===== src/rtl/usb_dev_rx.sv =====
// Device-side USB serial receiver: SYNC hunt, NRZI/bit-unstuff decode, EOP detect,
// LSB-first packet assembly with PID and CRC5/CRC16 residual checks.
module usb_dev_rx #(
  parameter int PKT_W     = 99,
  parameter int STUFF_RUN = 6
) (
  input  logic             clk,
  input  logic             rst_b,
  input  logic             rx_en,
  input  logic             dp,
  input  logic             dm,
  output logic [PKT_W-1:0] pkt_out,
  output logic [6:0]       pkt_len,
  output logic             pkt_valid,
  output logic             crc_ok,
  output logic             rx_err,
  output logic             rx_busy
);

  localparam int OW = $clog2(STUFF_RUN + 1);

  typedef enum logic [2:0] {
    IDLE,
    SYNC,
    DATA,
    EOP,
    ERR
  } state_t;

  state_t         state;
  state_t         state_nxt;
  logic           prev_lvl;
  logic [OW-1:0]  ones_cnt;
  logic [2:0]     sub_cnt;
  logic [4:0]     crc5;
  logic [15:0]    crc16;

  logic is_j, is_k, is_se0, is_se1;
  logic nrzi_bit, stuff_slot;
  logic start_pkt, store_bit, drop_bit, pkt_done, err_entry;
  logic check_ok, type_ok;
  logic [7:0] pid;

  assign is_j       = dp & ~dm;
  assign is_k       = ~dp & dm;
  assign is_se0     = ~dp & ~dm;
  assign is_se1     = dp & dm;
  assign nrzi_bit   = (dp == prev_lvl);
  assign stuff_slot = (ones_cnt == OW'(STUFF_RUN));
  assign pid        = pkt_out[7:0];

  always_ff @(posedge clk or posedge rst_b) begin
    if (rst_b) state <= IDLE;
    else       state <= state_nxt;
  end

  // NOTE: every signal assigned here gets a default first, so no path can infer a latch.
  always_comb begin
    state_nxt = state;
    start_pkt = 1'b0;
    store_bit = 1'b0;
    drop_bit  = 1'b0;
    pkt_done  = 1'b0;
    if (!rx_en) begin
      state_nxt = IDLE;
    end else if (is_se1 && state != IDLE) begin
      state_nxt = ERR;
    end else begin
      case (state)
        IDLE: if (is_k) begin
          state_nxt = SYNC;
          start_pkt = 1'b1;
        end
        // Seven cycles after the first K must decode to 0,0,0,0,0,0,1.
        SYNC: begin
          if (!(is_j || is_k) || (nrzi_bit != (sub_cnt == 3'd6))) state_nxt = ERR;
          else if (sub_cnt == 3'd6)                              state_nxt = DATA;
        end
        DATA: begin
          if (is_se0) begin
            state_nxt = EOP;
          end else if (stuff_slot) begin
            if (nrzi_bit) state_nxt = ERR;
            else          drop_bit  = 1'b1;
          end else if (pkt_len == 7'(PKT_W)) begin
            state_nxt = ERR;
          end else begin
            store_bit = 1'b1;
          end
        end
        EOP: begin
          if (sub_cnt == 3'd0) begin
            if (!is_se0) state_nxt = ERR;
          end else if (is_j) begin
            state_nxt = IDLE;
            pkt_done  = 1'b1;
          end else begin
            state_nxt = ERR;
          end
        end
        ERR:     if (is_j && sub_cnt == 3'd1) state_nxt = IDLE;
        default: state_nxt = IDLE;
      endcase
    end
  end

  always_comb begin
    rx_busy   = (state != IDLE);
    err_entry = (state_nxt == ERR) && (state != ERR);
  end

  always_comb begin
    type_ok = 1'b0;
    case (pid[3:0])
      4'b0001, 4'b1001, 4'b1101: type_ok = (pkt_len == 7'd24) && (crc5 == 5'b01100);
      4'b0011, 4'b1011:          type_ok = (pkt_len >= 7'd24) && (pkt_len[2:0] == 3'd0) &&
                                           (crc16 == 16'h800D);
      4'b0010, 4'b1010, 4'b1110: type_ok = (pkt_len == 7'd8);
      default:                   type_ok = 1'b0;
    endcase
    check_ok = (pkt_len >= 7'd8) && (pid[7:4] == ~pid[3:0]) && type_ok;
  end

  // sub_cnt is the SYNC bit position, the EOP step, or the consecutive-J count in ERR.
  always_ff @(posedge clk or posedge rst_b) begin
    if (rst_b) begin
      sub_cnt <= '0;
    end else if (state_nxt != state) begin
      sub_cnt <= '0;
    end else if (state == ERR) begin
      sub_cnt <= is_j ? 3'd1 : 3'd0;
    end else if (state == SYNC || state == EOP) begin
      sub_cnt <= sub_cnt + 3'd1;
    end
  end

  // NOTE: state registers use non-blocking assignments so every flop samples pre-edge values.
  always_ff @(posedge clk or posedge rst_b) begin
    if (rst_b) begin
      prev_lvl  <= 1'b1;
      ones_cnt  <= '0;
      crc5      <= 5'b11111;
      crc16     <= 16'hFFFF;
      pkt_out   <= '0;
      pkt_len   <= '0;
      pkt_valid <= 1'b0;
      crc_ok    <= 1'b0;
      rx_err    <= 1'b0;
    end else begin
      pkt_valid <= pkt_done;
      crc_ok    <= pkt_done & check_ok;
      rx_err    <= err_entry;
      if (start_pkt || state == SYNC || state == DATA) prev_lvl <= dp;
      if (start_pkt) begin
        ones_cnt <= '0;
        crc5     <= 5'b11111;
        crc16    <= 16'hFFFF;
        pkt_out  <= '0;
        pkt_len  <= '0;
      end else begin
        if (store_bit || drop_bit) ones_cnt <= nrzi_bit ? ones_cnt + 1'b1 : '0;
        if (store_bit) begin
          pkt_out <= pkt_out | (PKT_W'(nrzi_bit) << pkt_len);
          pkt_len <= pkt_len + 7'd1;
          // The PID byte is excluded from both CRCs.
          if (pkt_len >= 7'd8) begin
            crc5  <= {crc5[3:0], 1'b0} ^ ({5{nrzi_bit ^ crc5[4]}} & 5'b00101);
            crc16 <= {crc16[14:0], 1'b0} ^ ({16{nrzi_bit ^ crc16[15]}} & 16'h8005);
          end
        end
      end
    end
  end

endmodule


===== config.mk =====
export PLATFORM = sky130hd
export DESIGN_NAME = usb_dev_rx
export DESIGN_NICKNAME = d
export VERILOG_FILES = /design/src/rtl/usb_dev_rx.sv
export SDC_FILE = /design/constraint.sdc
export NUM_CORES = 1
export LEC_CHECK = 0
export ABC_AREA = 1
export ABC_CLOCK_PERIOD_IN_PS = 9880
export CAP_MARGIN = 0
export CORE_MARGIN = 3
export CORE_UTILIZATION = 59
export CTS_BUF_LIST = sky130_fd_sc_hd__clkbuf_8
export CTS_CLUSTER_SIZE = 25
export DETAILED_ROUTE_END_ITERATION = 12
export PLACE_DENSITY = 0.86
export RECOVER_POWER = 100
export SYNTH_ARGS = -nofsm -noshare
export SYNTH_HDL_FRONTEND = slang
export SYNTH_SLANG_ARGS = --single-unit

===== constraint.sdc =====
create_clock -name clk -period 9.88 [get_ports clk]
set_clock_uncertainty 0.2 [all_clocks]
set_input_delay 0.988 -clock clk [delete_from_list [all_inputs] [get_ports clk]]
set_output_delay 0.988 -clock clk [all_outputs]
set_load 0.02 [all_outputs]

==> metrics.md <==
| Metric | Value |
|---|---|
| Post-synth EDFFs | `0` |
| Reg2reg start | `state[1]` |
| Status | `finished with violations` |
| Fin. max-slew vios | `308` |
| Antenna violations before repair | `0` |
| Worst Setup End Kind | `register` |
| Worst slew margin | `-1.52` |
| Int Pwr | `0.000943 W` |
| Critical Path Start | `dp` |
| First-pass iteration count of the detailed router | `5` |
| Primary FF master, synth | `dfrtp_1` |
| Yosys Warn Count | `0` |
| Routed WL | `17.3 mm` |
| Vias/cell | `5.67` |
| First-pass GRT wire length | `28.0 mm` |
| H-tree depth | `4` |
| Hold_buf cts | `0` |
| P&R area growth vs syn | `21.1%` |
| Initial drt markers | `553` |
| Final Hold Fails | `0` |
| Min-delay worst type | `reg2reg` |
| Seq/Total Area, Yosys | `0.528` |
| Number of global-route vias before repair | `5,907` |
| Crit path kind | `in2reg` |
| GPL Wtd Cong | `0.921` |
| CTS tree | `done` |
| Share of layout cells above drive strength 1 | `0.0671` |
| Congestion Overflow GR | `0` |
| Fraction of registers with async set/reset | `1.00` |
| Hold_sp | `crc16[10]` |
| Clk buf depth | `2` |
| WL per Instance | `16.8 µm` |
| P per Cell Area | `165 nW/µm²` |
| Nets | `898` |
| Initial Util | `0.609` |
| Violated checks | `capacitance limit, slew limit` |
| Post-Layout Cell Count | `1,034` |
| Total track usage | `0.280` |
| Clock share of power | `0.326` |
| Max Cap Viol | `6` |
| Fraction of power spent switching nets | `0.294` |
| Postcts setup bufs | `0` |
| Most frequent cells in the layout | `143 x inv_1, 127 x nand2_1, 118 x dfrtp_1` |
| Fmax | `160 MHz` |
| Largest net degree at the start of global routing | `93` |
| Critical path required time | `10,010 ps` |
| CTS Buf Count | `17` |
| WHS | `294 ps` |
| Syn Inst Count | `778` |
| Crit path time final | `6260 ps` |
| Placed cell count | `1,002` |
| Arr. time, crit path | `6390 ps` |
| Maximum vdd drop | `0.0943 mV` |
| Dpl hpwl | `11.7 mm` |
| Crit path launch type | `input pin` |
| Height of the die | `113 µm` |
| # DRC | `0` |
| Commonest non-fill, non-tap cell in the layout | `inv_1` |
| I/O Buffers | `114` |
| Netlist cell types | `37` |
| Ant diodes | `0` |
| Via count | `5,858` |
| Fin crit share | `0.633` |
| Worst-path fanout max | `92` |
| Syn Area/Cell | `8.60 µm²` |
| Comb pwr share | `0.147` |
| Clock Tree Root | `clkbuf_8` |
| Core area | `11,000 µm²` |
| Psw | `0.000393 W` |
| Static leakage | `3.91 nW` |
| CTS sink cnt | `140` |
| Post-CTS sizing | `0` |
| DIE AREA | `12,700 µm²` |
| Antenna-violating nets left | `0` |
| FP Rows | `38` |
| Clk slew on worst S/H paths | `70 ps` |
| Die X | `113 µm` |
| Setup TNS | `0 ps` |
| Synthesis-stage register bit count | `140` |
| Unrepaired setup endpoints after global routing | `false` |
| Worst-Margin Slew | `3780 ps` |
| Final setup viols | `0` |
| Clock Latency Late Sink | `460 ps` |
| Synthesized area | `6690 µm²` |
| Post-Syn Nets | `795` |
| Reg power frac | `0.528` |
| I/O pin count | `115` |
[power groups by stage]
stage	logic [W]	clock network, W	registers (W)
after floorplan	0.000139	0	0.000708
after global placement	0.000186	0	0.000707
after detailed placement	0.000199	0	0.000712
after CTS	0.000201	0.000439	0.000703
after global routing	0.000221	0.000462	0.000713
final	0.000196	0.000435	0.000705
[area by class of cell]
| class | count | area (µm²) |
|---|---|---|
| fillers | 817 | 2880 |
| clock buffers | 20 | 275 |
| inverters | 149 | 561 |
| multi-input cells | 455 | 2310 |
| well taps | 140 | 175 |
| clock inverters | 12 | 97.6 |
| repair buffers | 118 | 1160 |
| flip-flops and latches | 140 | 3530 |
[kinds of logic (layout without fill, tap and decap cells)]
| kind of cell | count (synthesis) | count (layout) | share of synthesized area |
|---|---|---|---|
| AO/OA/AOI/OAI | 168 | 168 | 0.141 |
| adder cells (fa/ha/maj) | 12 | 12 | 0.0224 |
| buffers and inverters | 183 | 299 | 0.109 |
| AND/OR/NAND/NOR | 269 | 269 | 0.192 |
| XOR/XNOR | 6 | 6 | 0.00785 |
| flip-flops | 140 | 140 | 0.528 |
[synth_stat cells (all sizes together), types with 2 or more instances]
library cell	instances	area, µm²
a211oi	2	15.0
clkbuf	22	83.8
nor2	46	215
nand4	9	56.3
xor2	5	43.8
nor3	43	292
nand3	30	150
nand2	128	490
clkinv	2	7.51
inv	147	552
dfrtp	118	2950
buf	12	85.1
dfstp	22	578
a21oi	83	415
o21ai	48	240
ha	12	150
o22ai	4	25.0
o21a	26	195
nor4	12	75.1
[critical path, stage by stage]
cell,delay [ps]
dlygate4sd3_1,620
inv_1,160
ha_1,170
inv_1,40
nor2_1,140
nand2_1,70
clkbuf_1,640
clkinv_1,210
clkbuf_1,2670
o21ai_0,370
o21ai_0,240
[per-stage QoR]
step	power [W]	setup slack (ps)	util	area, µm²
4_1_cts	0.00134	6230	0.751	8250
6_report	0.00134	3620	0.738	8110
3_5_place_dp	0.000911	5750	0.717	7880
3_3_place_gp	0.000894	5890	0.717	7880
2_1_floorplan	0.000846	4980	-	6690
5_1_grt	0.00140	3000	0.738	8110
[state kept, by name, summed over array words and instances (netlist names)]
register / flops
crc5: 5
crc_ok: 1
pkt_len: 7
prev_lvl: 1
ones_cnt: 3
pkt_out: 99
rx_err: 1
state: 3
crc16: 16
pkt_valid: 1
sub_cnt: 3
[path summary, 6_finish.rpt]
path,endpoint,slack [ps],cells past startpoint
min in group asynchronous,pkt_out[9],1510,2
max reg2reg,crc16[15],4380,9
max,crc16[15],3620,11
max in group asynchronous,pkt_out[41],6060,3
min,crc16[10],290,2
min reg2reg,crc16[10],290,2
[routing by layer]
layer / part of all wire / up-vias / global-route usage / routed length, µm
li1: - / 2690 / - / -
met1: 0.38 / 2818 / 0.350 / 6660
met2: 0.50 / 297 / 0.461 / 8670
met3: 0.086 / 53 / 0.0712 / 1490
met4: 0.030 / 0 / 0.129 / 520
met5: 0 / - / 0 / 0
Power figures use the tool's default switching activity.
